[src/rtl/log_energy_arbiter.sv]
// log_energy_arbiter: one 6*floor(log2(x)) converter shared by NUM_REQ energy producers (rev 1.0).
// Build option: define LOG_ARB_FIXED_PRIO_EN for fixed lowest-index priority instead of round-robin.
`default_nettype none

module log_energy_log2 (
  input  logic [31:0] operand,
  output logic [7:0]  log_val
);
  logic [4:0] msb;

  always_comb begin
    msb = '0;
    for (int i = 0; i < 32; i++) begin
      if (operand[i]) msb = 5'(i);
    end
  end

  // 6*31 = 186 fits in 8 bits, so no saturation is needed.
  assign log_val = {3'b000, msb} * 8'd6;
endmodule

module log_energy_arbiter #(
  parameter int NUM_REQ = 4,
  parameter int ID_W    = $clog2(NUM_REQ)
) (
  input  logic                 clk_i,
  input  logic                 rst_i,
  input  logic [NUM_REQ-1:0]   req_valid_i,
  output logic [NUM_REQ-1:0]   req_ready_o,
  input  logic [NUM_REQ*32-1:0] req_data_i,
  output logic                 out_valid_o,
  input  logic                 out_ready_i,
  output logic [7:0]           out_log_o,
  output logic [ID_W-1:0]      out_id_o,
  output logic                 out_zero_o,
  output logic                 busy_o
);
  localparam logic [1:0] ST_IDLE = 2'd0;
  localparam logic [1:0] ST_CONV = 2'd1;
  localparam logic [1:0] ST_OUT  = 2'd2;

  logic [1:0]      state;
  logic [1:0]      state_nxt;
  logic [ID_W-1:0] grant_id;
  logic            grant_any;
  logic            accept_slot;
  logic            take;
  logic [31:0]     sel_data;
  logic [31:0]     operand;
  logic [7:0]      conv_log;

`ifdef LOG_ARB_FIXED_PRIO_EN
  always_comb begin
    grant_any = 1'b0;
    grant_id  = '0;
    for (int i = NUM_REQ - 1; i >= 0; i--) begin
      automatic logic [ID_W-1:0] ci = ID_W'(i);
      if (req_valid_i[ci]) begin
        grant_any = 1'b1;
        grant_id  = ci;
      end
    end
  end
`else
  logic [ID_W-1:0] rr_ptr;

  // Search begins at the pointer and wraps, so a lone requester always wins.
  always_comb begin
    grant_any = 1'b0;
    grant_id  = '0;
    for (int i = 0; i < NUM_REQ; i++) begin
      automatic logic [ID_W-1:0] idx = ID_W'((int'(rr_ptr) + i) % NUM_REQ);
      if (!grant_any && req_valid_i[idx]) begin
        grant_any = 1'b1;
        grant_id  = idx;
      end
    end
  end

  always_ff @(posedge clk_i) begin
    if (rst_i) begin
      rr_ptr <= '0;
    end else if (take) begin
      rr_ptr <= (grant_id == ID_W'(NUM_REQ - 1)) ? '0 : grant_id + ID_W'(1);
    end
  end
`endif

  // A new grant can ride on the same edge as the output handshake.
  assign accept_slot = (state == ST_IDLE) || ((state == ST_OUT) && out_ready_i);
  assign take        = accept_slot && grant_any && !rst_i;

  always_comb begin
    sel_data = req_data_i[32*int'(grant_id) +: 32];
  end

  log_energy_log2 u_log2 (
    .operand (operand),
    .log_val (conv_log)
  );

  always_ff @(posedge clk_i) begin
    if (rst_i) begin
      state <= ST_IDLE;
    end else begin
      state <= state_nxt;
    end
  end

  always_comb begin
    state_nxt = state;
    case (state)
      ST_IDLE: if (take) state_nxt = ST_CONV;
      ST_CONV: state_nxt = ST_OUT;
      ST_OUT:  if (out_ready_i) state_nxt = take ? ST_CONV : ST_IDLE;
      default: state_nxt = ST_IDLE;
    endcase
  end

  always_comb begin
    out_valid_o = (state == ST_OUT);
    busy_o      = (state != ST_IDLE);
    req_ready_o = '0;
    if (take) req_ready_o[grant_id] = 1'b1;
  end

  always_ff @(posedge clk_i) begin
    if (rst_i) begin
      operand    <= '0;
      out_id_o   <= '0;
      out_log_o  <= '0;
      out_zero_o <= 1'b0;
    end else begin
      if (take) begin
        operand  <= sel_data;
        out_id_o <= grant_id;
      end
      if (state == ST_CONV) begin
        out_log_o  <= conv_log;
        out_zero_o <= (operand == 32'd0);
      end
    end
  end
endmodule

`default_nettype wire
[config.mk]
export PLATFORM = sky130hd
export DESIGN_NAME = log_energy_arbiter
export DESIGN_NICKNAME = d
export VERILOG_FILES = /design/src/rtl/log_energy_arbiter.sv
export SDC_FILE = /design/constraint.sdc
export NUM_CORES = 1
export LEC_CHECK = 0
export BUFFER_PORTS_ARGS = -buffer_cell sky130_fd_sc_hd__buf_2
export CORE_ASPECT_RATIO = 0.9
export CORE_UTILIZATION = 45
export CTS_BUF_LIST = sky130_fd_sc_hd__clkbuf_4 sky130_fd_sc_hd__clkbuf_8 sky130_fd_sc_hd__clkbuf_16
export CTS_CLUSTER_SIZE = 28
export DETAILED_ROUTE_END_ITERATION = 12
export PLACE_DENSITY_LB_ADDON = 0.3
export SLEW_MARGIN = 15
export SYNTH_ARGS = -nofsm -noshare
export SYNTH_HDL_FRONTEND = slang
export SYNTH_SLANG_ARGS = --single-unit
[constraint.sdc]
create_clock -name clk_i -period 4.1 [get_ports clk_i]
set_input_delay 1.23 -clock clk_i [delete_from_list [all_inputs] [get_ports clk_i]]
set_output_delay 1.23 -clock clk_i [all_outputs]
set_load 0.03 [all_outputs]
**Word-level counts from Yosys, hierarchy flattened**

Index checks and enable logic that the tools add are counted.

- Output and inout bits: 17
- Word-level logic and storage cells: 94
- Input port bits: 135
- Register bits after elaboration: 46

- $add $sub $neg: 4
- Equality and inequality tests: 5
- Reduce and logical (&&, ||, !) cells: 16
- Order comparisons: 6
- $mul: 1
- Shifts and indexed selects: 1
- Mux-type cells: 55

Operators by type and width:

| operator | number |
|---|---|
| $shiftx 128x8->32 | 1 |
| $mux 5 | 16 |
| $mux 4 | 9 |
| $logic_not 32->1 | 1 |
| $mux 2 | 9 |
| $lt 2x3->1 const B | 5 |
| $mux 3 | 4 |
| $mux 1 | 11 |
| $bmux 1 s2 | 4 |
| $logic_and 1x1->1 | 7 |
| $mul 5x2->7 const B | 1 |
| $pmux 2 s3 | 1 |
| $add 2x1->2 const B | 2 |
| $add 2x2->2 const B | 2 |
| $eq 2x2->1 const B | 2 |
| $logic_not 1->1 | 4 |
| $demux 1 s2 | 1 |
| $eq 2x1->1 const B | 1 |
| $ge 2x1->1 const B | 1 |
| $logic_not 2->1 | 1 |
| $ne 2x1->1 const B | 1 |
| $ne 2x2->1 const B | 1 |
| $reduce_and 2->1 | 1 |
| $reduce_bool 2->1 | 1 |
| $logic_or 1x1->1 | 1 |

**Depth between registers and ports, before layout**

- Word-level depth: 32
- Mapped depth: 11
- Gate-level depth less buffers: 11

**Modules after synthesis**

From an unflattened synthesis, not the netlist that was laid out.

- Cell total of the unflattened synthesis: 365
- Area total of the unflattened synthesis: 3,256.9 sq um

By module, submodules not included:

| module | times used | cells an instance | sequential area each (sq um) | area each (sq um) |
|---|---|---|---|---|
| log_energy_arbiter | 1 | 279 | 940.9 | 2,701.3 |
| log_energy_log2 | 1 | 86 | 0.0 | 555.5 |

**Worst setup path after synthesis**

Ideal clock, no wire load.

- Path kind: input to output
- From: in req_valid_i[2]
- To: out req_ready_o[3]
- Data arrival time: 2.799 ns
- Setup slack: 0.071 ns
- Data required time: 2.870 ns
- Path buffers: 1
- Cell stages on the path: 7
- Path through: nor2b_1 nor4b_1 nor2_1 inv_2 buf_4 ha_1 and2_1

- Cells in the longest elaborated chain, start to end: 17
- Elaborated cells on any way between the ends: 30
- Classes of those cells: 2 x order compare; 19 x mux; 9 x reduce/logical

Ends and longest elaborated chain:

| item | line | text |
|---|---|---|
| from (decl) | 28 | `input logic [NUM_REQ-1:0] req_valid_i,` |
| $bmux 1 s2 | 73 | `if (!grant_any && req_valid_i[idx]) begin` |
| $mux 1 (implied by the code) | 73 |  |
| $mux 1 | 73 |  |
| $logic_not 1->1 | 73 |  |
| $logic_and 1x1->1 | 73 |  |
| $mux 1 | 73 |  |
| $logic_not 1->1 | 73 |  |
| $logic_and 1x1->1 | 73 |  |
| (+2 left out) | - |  |
| $logic_and 1x1->1 | 73 |  |
| $mux 2 * | 73 |  |
| via grant_id[0] | 44 | `logic [ID_W-1:0] grant_id;` |
| $lt 2x3->1 (implied by the code) or $ge 2x1->1 (tied branches) | 124 | `if (take) req_ready_o[grant_id] = 1'b1;` |
| $logic_and 1x1->1 (implied by the code) | 124 |  |
| $mux 1 (implied by the code) | 124 |  |
| $demux 1 s2 * | 124 |  |
| $mux 4 * | 124 |  |
| to (decl) | 29 | `output logic [NUM_REQ-1:0] req_ready_o,` |

Mark *: on every way through the listed nets, which the timed path passes. The rest lies on a longest branch. The select of a mux whose other input is x is not followed.

**Final worst setup path**

- From: in req_valid_i[1]
- To: out req_ready_o[3]

The elaborated chain is that of the path after synthesis.

==> results.py <==
metrics = {
    "cts": {
        "clk_pin_slew_ns": 0.08,
        "ctsHoldBuffers": 0,
        "cts_made_buffers": 5,
        "clockRootBuffer": "clkbuf_8",
        "clock-sinks": 46,
        "cts_htree_levels": 2,
        "cts_buffer_depth": 2,
        "cts_tree": "built",
        "clock_latency_ns": 0.29,
        "post_cts_buffers": 0,
    },
    "sta": {
        "setup_violations": 0,
        "fmax_mhz": 254.5,
        "rsz0062_at_grt": "false",
        "finClkSkew_ns": 0.007630,
        "finalMaxSlewViolations": 0,
        "fin_hold_ws_ns": 0.4602,
        "tightestPinTransition_ns": 0.6830,
        "finalCritPeriodShare": 0.9584,
        "relSlewSlack": 0.5447,
        "finalWorstSetupSlack_ns": 0.1707,
        "hold_viol": 0,
        "finalCriticalPeriod_ns": 3.929,
    },
    "layout": {
        "antenna_cells": 0,
        "nFillCells": 632,
        "drive_above_1_share": 0.4184,
        "final_nets": 666,
        "design_area_sq_mm": 0.004179,
        "multi_input_area_sq_mm": 0.002147,
        "final_util": 0.6213,
        "ff_latch_area_sq_um": 920.9,
        "syn2layout_area_growth_pct": 31.13,
    },
    "detailed_routing": {
        "first_iter_violations": 160,
        "wl_per_cell_um": 15.12,
        "vias": 3416,
        "drtAntennaViolNets": 0,
        "wl_um": 9240,
        "viasPerCell": 5.591,
        "drtPass1Iterations": 4,
        "drc": 0,
    },
    "grt": {
        "grt_usage": 0.2443,
        "first_global_vias": 3070,
        "antenna_found_initial": 0,
        "grt_pass1_wl_um": 14350,
        "grt_max_degree": 31,
        "overflow": 0,
    },
    "setup_path": {
        "ff2ff_setup_slack_ns": 1.42,
        "cp.arrival_ns": 2.70,
        "cp-end-kind": "output port",
        "path_class": "input port to output port",
        "critPathSlowestCell": "a21boi_2",
        "cp_top_family": "buffers and inverters",
        "crit_top_cell": "buf_2",
        "critPathMaxFanout": 4,
        "cp.required_ns": 2.87,
        "cp-startpoint": "req_valid_i[1]",
        "worst-path-buf-inv": 3,
        "ff2ff_path_depth": 11,
        "r2r_end": "out_log_o[6]$_SDFFE_PP0N_",
        "r2r_start": "operand[24]$_SDFFE_PP0P_",
        "max_stage_delay_ns": 0.31,
        "start_kind": "input port",
        "crit_chain": "buf_2, nor2b_1, a21boi_2, o31ai_2, inv_1, ha_1, and2_1, buf_2",
    },
    "floorplanning": {
        "die_w_um": 90.71,
        "core_sq_mm": 0.006726,
        "pin_count": 152,
        "rows": 28,
        "start_util": 0.4738,
        "die_area_sq_mm": 0.007423,
        "die_h_um": 81.84,
    },
    "placement": {
        "dpl.hpwl_um": 6952,
        "io_buffers": 150,
        "gp_congestion": 0.8247,
        "dp_slack_ns": -0.01757,
        "placed_area_sq_mm": 0.004025,
    },
    "yosys": {
        "async_reset_ff_frac": 0,
        "seq_area_frac_synth": 0.2890,
        "synth_edf_count": 0,
        "netlist_area_sq_mm": 0.003187,
        "synth_seq_cells": 46,
        "synth_cell_types": 49,
        "ys_warn_count": 0,
        "synth_nets": 528,
        "syn_inst": 382,
        "avgSynthCellArea_sq_um": 8.342,
        "synth_ff_type": "dfxtp_1",
    },
    "worst_hold_path": {
        "hp-class": "flip-flop to flip-flop",
        "worst_hold_path.num_cells": 2,
        "hp-start": "out_log_o[2]$_SDFFE_PP0N_",
        "whs_endpoint": "out_log_o[2]$_SDFFE_PP0N_",
    },
    "pwr": {
        "p_per_area_mw_per_mm2": 432.4,
        "ir_drop_v": 0.0002022,
        "power.total_mw": 1.807,
        "power.leakage_nw": 1.891,
    },
    "run": {
        "cap_violations": 0,
    },
    "outcome": {
        "outcome": "completed",
    },
}
## synth_stat cells (3+ instances only)
| cell type | instances | area share |
|---|---|---|
| a21oi_1 | 40 | 0.063 |
| nor2b_1 | 10 | 0.020 |
| and2_1 | 4 | 0.0079 |
| mux2_2 | 30 | 0.11 |
| clkbuf_1 | 23 | 0.027 |
| o21ai_0 | 34 | 0.053 |
| nand3_1 | 32 | 0.050 |
| o21bai_1 | 3 | 0.0071 |
| a221o_1 | 29 | 0.091 |
| ha_1 | 10 | 0.039 |
| buf_4 | 5 | 0.012 |
| mux2i_1 | 5 | 0.016 |
| inv_1 | 7 | 0.0082 |
| nor2_1 | 23 | 0.027 |
| nor4_1 | 6 | 0.012 |
| nand2_1 | 15 | 0.018 |
| dfxtp_1 | 46 | 0.29 |
| nand3b_1 | 3 | 0.0071 |
| nand2b_1 | 3 | 0.0059 |
| o31ai_1 | 5 | 0.012 |
| nor3_1 | 8 | 0.013 |
| a211oi_1 | 5 | 0.012 |
| a21o_1 | 3 | 0.0071 |
## through the flow
| step | TNS, ns | instances |
|---|---|---|
| 6_report | 0 | 611 |
| 5_1_grt | 0 | 611 |
| 4_1_cts | 0 | 611 |
| 3_5_place_dp | -0.01757 | 603 |
| 3_3_place_gp | 0 | 603 |
| 2_1_floorplan | 0 | 382 |
## timing repair
action / in CTS / in global routing
endpoints found under the setup margin: 1 / 4
gates resized for setup: 1 / 4
hold endpoints to repair: 0 / 0
## area by class of cell
| type | instances | area share |
|---|---|---|
| Inverter | 8 | 0.007186 |
| Timing Repair Buffer | 160 | 0.1976 |
| Tap cell | 90 | 0.02695 |
| Sequential cell | 46 | 0.2204 |
| Clock inverter | 2 | 0.01437 |
| Clock buffer | 6 | 0.01976 |
| Multi-Input combinational cell | 299 | 0.5138 |
## layer usage
| metal | GRT usage | wire [um] | share of wire | vias to the layer above |
|---|---|---|---|---|
| met5 | 0 | 0 | 0 | - |
| met1 | 0.3088 | 4124 | 0.45 | 1552 |
| li1 | - | - | - | 1727 |
| met2 | 0.4402 | 4431 | 0.48 | 124 |
| met3 | 0.03519 | 553 | 0.060 | 13 |
| met4 | 0.06290 | 131 | 0.014 | 0 |
## kinds of logic after synthesis
logic type,Yosys count,synth area share
compound gates,132,0.2792
xor+xnor,3,0.008247
fa+ha+maj,11,0.04554
buf+inv,37,0.05183
flops,46,0.2890
mux,35,0.1217
other cells,1,0.001177
simple gates,117,0.2034
## how the worst max path moves through the flow
stage	cells past startpoint	slack, ns	to
floorplan	7	0.07	req_ready_o[3]
global placement	8	0.11	req_ready_o[3]
detailed placement	8	-0.02	req_ready_o[3]
CTS	8	0.1	req_ready_o[3]
global route	8	0.06	req_ready_o[3]
finish	8	0.17	req_ready_o[3]
## power by group
| group | internal [mW] | switching [mW] | leakage (nW) |
|---|---|---|---|
| Clock | 0.260 | 0.144 | 0.0714 |
| Combinational | 0.372 | 0.424 | 1.44 |
| Sequential | 0.524 | 0.0832 | 0.380 |
## worst min-delay path, delay by kind of cell, from the launching register on
kind / cells / cell delay (ns)
AO/OA/AOI/OAI: 1 / 0.05
flip-flops: 1 / 0.31
AND/OR/NAND/NOR: 1 / 0.05
## placed cells by master, fill, tap and decap left out, types with 6 or more instances in the layout
master / synthesis / layout
a21oi_1: 40 / 40
nand2_1: 15 / 15
nor2b_1: 10 / 9
buf_4: 5 / 10
clkbuf_8: 0 / 6
dfxtp_1: 46 / 46
nor2_1: 23 / 21
a221o_1: 29 / 29
mux2_2: 30 / 30
nand3_1: 32 / 32
buf_2: 0 / 150
inv_1: 7 / 6
o21ai_0: 34 / 34
ha_1: 10 / 10
nor3_1: 8 / 8
## sequential cells by signal (all words and copies together), names as in the netlist
name        count
operand        32
out_id_o        2
out_log_o       7
out_zero_o      1
rr_ptr          2
state           2
No activity file was read; power rests on OpenSTA's default activity.
